[src/rtl/sdram_port_arbiter_pkg.sv]
// drfm_sdram_pkg: shared types and constants for the SDRAM master port arbiter
package drfm_sdram_pkg;
  typedef enum logic [1:0] {IDLE = 2'd0, WR_BURST = 2'd1, RD_BURST = 2'd2} arb_state_t;
  localparam int SDRAM_ADDR_W = 25;
  localparam int SDRAM_DATA_W = 16;
  localparam logic [1:0] SDRAM_BE_ALL = 2'b11;
endpackage

[src/rtl/sdram_rd_tracker.sv]
// sdram_rd_tracker: counts reads in flight, registers returned data, flags unexpected returns
module sdram_rd_tracker
  import drfm_sdram_pkg::*;
#(
  parameter int DATA_W          = SDRAM_DATA_W,
  parameter int MAX_OUTSTANDING = 16
) (
  input  logic              M100CLK,
  input  logic              reset,
  input  logic              issue,
  input  logic              rsp_valid,
  input  logic [DATA_W-1:0] rsp_data,
  output logic [4:0]        outstanding,
  output logic [4:0]        outstanding_next,
  output logic              can_issue,
  output logic [DATA_W-1:0] rd_data,
  output logic              rd_valid,
  output logic              rsp_err
);
  logic rsp_ok;
  // a return only counts when something is actually in flight
  always_comb begin
    rsp_ok           = rsp_valid && outstanding != '0;
    outstanding_next = outstanding + 5'(issue) - 5'(rsp_ok);
    can_issue        = outstanding < 5'(MAX_OUTSTANDING);
  end
  // in-flight count, one-stage response register and sticky error flag
  always_ff @(posedge M100CLK) begin
    if (reset) begin
      outstanding <= '0;
      rd_valid    <= 1'b0;
      rd_data     <= '0;
      rsp_err     <= 1'b0;
    end else begin
      outstanding <= outstanding_next;
      rd_valid    <= rsp_ok;
      if (rsp_ok) rd_data <= rsp_data;
      if (rsp_valid && outstanding == '0) rsp_err <= 1'b1;
    end
  end
endmodule

[src/rtl/sdram_port_arbiter.sv]
// sdram_port_arbiter: burst-based round-robin sharing of one SDRAM Avalon master between capture and playback
module sdram_port_arbiter
  import drfm_sdram_pkg::*;
#(
  parameter int ADDR_W          = SDRAM_ADDR_W,
  parameter int DATA_W          = SDRAM_DATA_W,
  parameter int MAX_BURST       = 8,
  parameter int MAX_OUTSTANDING = 16
) (
  input  logic              M100CLK,
  input  logic              reset,
  input  logic              wr_req,
  input  logic [ADDR_W-1:0] wr_addr,
  input  logic [DATA_W-1:0] wr_data,
  output logic              wr_ack,
  input  logic              rd_req,
  input  logic [ADDR_W-1:0] rd_addr,
  output logic              rd_ack,
  output logic [DATA_W-1:0] rd_data,
  output logic              rd_valid,
  output logic [ADDR_W-1:0] avm_address,
  output logic              avm_write,
  output logic              avm_read,
  output logic [DATA_W-1:0] avm_writedata,
  output logic [1:0]        avm_byteenable,
  input  logic              avm_waitrequest,
  input  logic [DATA_W-1:0] avm_readdata,
  input  logic              avm_readdatavalid,
  output logic [4:0]        outstanding,
  output logic [1:0]        owner,
  output logic              rsp_err
);
  arb_state_t state;
  logic [7:0] burst_cnt;
  logic       last_rd;
  logic       rd_eligible;
  logic       can_issue;
  logic       burst_last;
  logic [4:0] outstanding_next;

  assign owner          = state;
  assign avm_byteenable = SDRAM_BE_ALL;

  // command bus follows the current owner combinationally; a stall blocks the ack
  always_comb begin
    rd_eligible   = rd_req && can_issue;
    avm_write     = state == WR_BURST && wr_req;
    avm_read      = state == RD_BURST && rd_eligible;
    avm_address   = state == WR_BURST ? wr_addr : state == RD_BURST ? rd_addr : '0;
    avm_writedata = state == WR_BURST ? wr_data : '0;
    wr_ack        = avm_write && !avm_waitrequest;
    rd_ack        = avm_read && !avm_waitrequest;
    burst_last    = burst_cnt == 8'(MAX_BURST - 1);
  end

  // ownership FSM: ties go to whoever was not served last, bursts capped by beats and read credit
  always_ff @(posedge M100CLK) begin
    if (reset) begin
      state     <= IDLE;
      burst_cnt <= '0;
      last_rd   <= 1'b1;
    end else begin
      case (state)
        IDLE: begin
          burst_cnt <= '0;
          if (wr_req && (!rd_eligible || last_rd)) state <= WR_BURST;
          else if (rd_eligible) state <= RD_BURST;
        end
        WR_BURST: begin
          if (wr_ack) burst_cnt <= burst_cnt + 8'd1;
          if (!wr_req || (wr_ack && burst_last)) begin
            state   <= IDLE;
            last_rd <= 1'b0;
          end
        end
        RD_BURST: begin
          if (rd_ack) burst_cnt <= burst_cnt + 8'd1;
          if (!rd_req || (rd_ack && burst_last) || outstanding_next == 5'(MAX_OUTSTANDING)) begin
            state   <= IDLE;
            last_rd <= 1'b1;
          end
        end
        default: state <= IDLE;
      endcase
    end
  end

  sdram_rd_tracker #(
    .DATA_W         (DATA_W),
    .MAX_OUTSTANDING(MAX_OUTSTANDING)
  ) u_rd_tracker (
    .M100CLK         (M100CLK),
    .reset           (reset),
    .issue           (rd_ack),
    .rsp_valid       (avm_readdatavalid),
    .rsp_data        (avm_readdata),
    .outstanding     (outstanding),
    .outstanding_next(outstanding_next),
    .can_issue       (can_issue),
    .rd_data         (rd_data),
    .rd_valid        (rd_valid),
    .rsp_err         (rsp_err)
  );
endmodule

[config.mk]
export PLATFORM = sky130hd
export DESIGN_NAME = sdram_port_arbiter
export DESIGN_NICKNAME = d
export VERILOG_FILES = /design/src/rtl/sdram_port_arbiter_pkg.sv /design/src/rtl/sdram_rd_tracker.sv /design/src/rtl/sdram_port_arbiter.sv
export SDC_FILE = /design/constraint.sdc
export NUM_CORES = 1
export LEC_CHECK = 0
export ABC_AREA = 1
export CAP_MARGIN = 0
export CORE_MARGIN = 2
export CORE_UTILIZATION = 28
export DETAILED_ROUTE_END_ITERATION = 8
export GPL_TIMING_DRIVEN = 0
export PLACE_DENSITY_LB_ADDON = 0.2
export SLEW_MARGIN = 20
export SYNTH_ARGS = -nofsm -noshare
export SYNTH_HDL_FRONTEND = slang
export SYNTH_SLANG_ARGS = --single-unit
[constraint.sdc]
create_clock -name M100CLK -period 3.32 [get_ports M100CLK]
set_input_delay 0.664 -clock M100CLK [delete_from_list [all_inputs] [get_ports M100CLK]]
set_output_delay 0.664 -clock M100CLK [all_outputs]
set_load 0.03 [all_outputs]
==> flow_summary.ini <==
[placement]
place_congestion = 0.824
dpl.hpwl_um = 5990
pre_cts_slack_ns = -0.195
io_buffers = 156

[sta]
tns_ns = 0
rsz0062_at_grt = no
hold_viol_final = 0
setup_viol = 0
fin_ws_ns = 0.210
slew_violations = 0
max_slew_margin = 0.642
clock.fmax_ghz = 0.322
fin_crit_ns = 3.11
skew_ns = 0.00640
worstMarginPinSlew_ns = 0.533
fin_crit_sh = 0.937

[worst_setup_path]
critPathTopFamily = buffers and inverters
crit_buf_inv = 5
cp_cell_sequence = clkdlybuf4s50_1, nand2_2, inv_2, buf_6, ha_1, inv_1, ha_1, inv_1, fa_1, xor2_1, nand3_1, nor2_1, nand2_1, nand2_2, nand2_2, nand2_1, nand2_1, nor2_1
crit_type = input pin to flop
end_kind = flop
worstPathArrival_ns = 3.33
critPathMaxStageDelay_ns = 0.49
critPathRequiredTime_ns = 3.54
worstSetupStartpointType = input pin
slowest_stage = clkdlybuf4s50_1
crit_fanout = 10

[layout]
diodes = 0
fin_nets = 623
area.sequential_um2 = 681
multi_input_area_um2 = 1240
area_growth_pct = 84.7
layout-drive-gt1-share = 0.0802
fillers = 750

[yosys]
synthCells = 355
yosys_warnings = 0
ys_ff_latch = 34
yosys.area.top_type_share = 0.313
seq_area_frac_synth = 0.313
synth_edf_count = 0
async_flop_share = 0
synth_ff_type = dfxtp_1
synth.most_common_cell = nand2_1
avgSynthCellArea_um2 = 6.13
yosys-top-cells-area = dfxtp_1 31%, nand2_1 17%, nor2_1 9.5%
synthTopCellsByCount = 100 x nand2_1, 55 x nor2_1, 36 x inv_1, 35 x nand3_1, 34 x dfxtp_1
synth.largest_area_cell = dfxtp_1
synth_area_um2 = 2170
yosysUniqueCellTypes = 29

[clock_tree]
holdBufCountCts = 0
clk_pin_slew_ns = 0.06
insertion_delay_ns = 0.28
cts_buffer_depth = 2
root_buffer = clkbuf_8
cts_made_buffers = 5
cts_tree = done
cts_sinks = 34
htreeDepth = 2

[min_path]
min_path_type = flop to flop

[die]
core_um2 = 7610
ios = 160
initial_core_util = 0.286
die_h_um = 92.1
rows = 32
die_area_um2 = 8490
die_w_um = 92.1

[flow_run]
max_cap_viol_count = 0

[detailed_routing]
vias_per_cell = 4.32
drt_iter0_markers = 63
drc_errors = 0
ant_nets = 0
firstDrtPassIters = 4
post_drt_wl_per_cell_um = 11.6
routed_wl_um = 7260
dr_total_vias = 2706

[pwr]
max-vdd-ir-drop_mv = 0.424
finalPower_mw = 3.29
cellLeakagePower_nw = 1.84
power_density_nw_per_um2 = 820

[grt]
overflow = 0
grt.total_usage = 0.165
grt_first_pass_wirelength_um = 11400
grt_pass1_vias = 2488
antenna_found_initial = 0
grt_max_degree = 11

[run_status]
status = finished clean
-- metal layers --
layer / share of wire / GRT usage / vias to the layer above / wire [um]
met5: 0 / 0 / - / 0
met4: 0.011 / 0.0448 / 0 / 77
met1: 0.42 / 0.181 / 1161 / 3010
met3: 0.10 / 0.0666 / 7 / 761
met2: 0.47 / 0.295 / 108 / 3400
li1: - / - / 1430 / -
-- logic make-up after synthesis --
family | after synthesis | synth area share
compound gates | 36 | 0.0909
xor+xnor | 3 | 0.0121
fa+ha+maj | 12 | 0.0725
buf+inv | 65 | 0.121
flops | 34 | 0.313
other cells | 1 | 0.00172
simple gates | 204 | 0.389
-- power by group --
group	internal [mW]	switching [mW]
clock network	0.209	0.145
logic	0.938	1.40
registers	0.527	0.0789
-- stage by stage --
step                instance area [um^2]   util  hold slack (ns)  instances
global route                        4020  0.528            0.502        626
floorplan                           2180      -            0.429        356
CTS                                 3980  0.523            0.468        622
detailed placement                  3870  0.508            0.450        614
global placement                    3870  0.508            0.444        614
finish                              4020  0.528            0.465        626
-- path summary, 6_finish.rpt --
kind | endpoint | start | slack, ns | cells past startpoint
max | owner[0] | avm_readdatavalid | 0.21 | 18
min | last_rd | last_rd | 0.47 | 2
max reg2reg | owner[0] | u_rd_tracker.outstanding[3] | 0.29 | 20
min reg2reg | last_rd | last_rd | 0.47 | 2
-- worst min-delay path, delay by kind of cell, from the launching register on --
kind          cells  cell delay, ns
simple gates      2            0.10
flops             1            0.33
-- state kept, by name, summed over array words and instances (netlist names) --
register,count
owner,2
u_rd_tracker.rsp_err,1
last_rd,1
u_rd_tracker.rd_data,16
burst_cnt,8
u_rd_tracker.rd_valid,1
u_rd_tracker.outstanding,5
-- layout by cell type (no fill, tap or decap), types with 3 or more instances in the layout --
cell / synthesis / final
buf_4: 4 / 7
dfxtp_1: 34 / 34
a21oi_1: 10 / 10
o21ai_1: 13 / 13
nor3_1: 3 / 3
clkdlybuf4s50_1: 0 / 156
nand4_1: 3 / 3
ha_1: 11 / 11
nand3_1: 35 / 35
buf_2: 3 / 3
buf_1: 3 / 3
clkbuf_1: 7 / 5
a21oi_2: 3 / 3
o21ai_0: 8 / 8
clkbuf_8: 0 / 8
inv_2: 10 / 10
nor2_1: 55 / 55
nand2_2: 3 / 4
inv_1: 36 / 36
nand2_1: 100 / 99
-- layout make-up --
class,instances,share of cell area
repair buffers,160,0.396
multi-input cells,257,0.308
flip-flops and latches,34,0.169
inverters,48,0.0449
well taps,102,0.0318
clock buffers,8,0.0274
plain buffers,17,0.0221
-- repair_timing --
item | in CTS | in global routing
buffers inserted | 0 | 4
resized for setup | 0 | 6
hold endpoints to repair | 0 | 0
endpoints found under the setup margin | 0 | 23
Power figures use the tool's default switching activity.
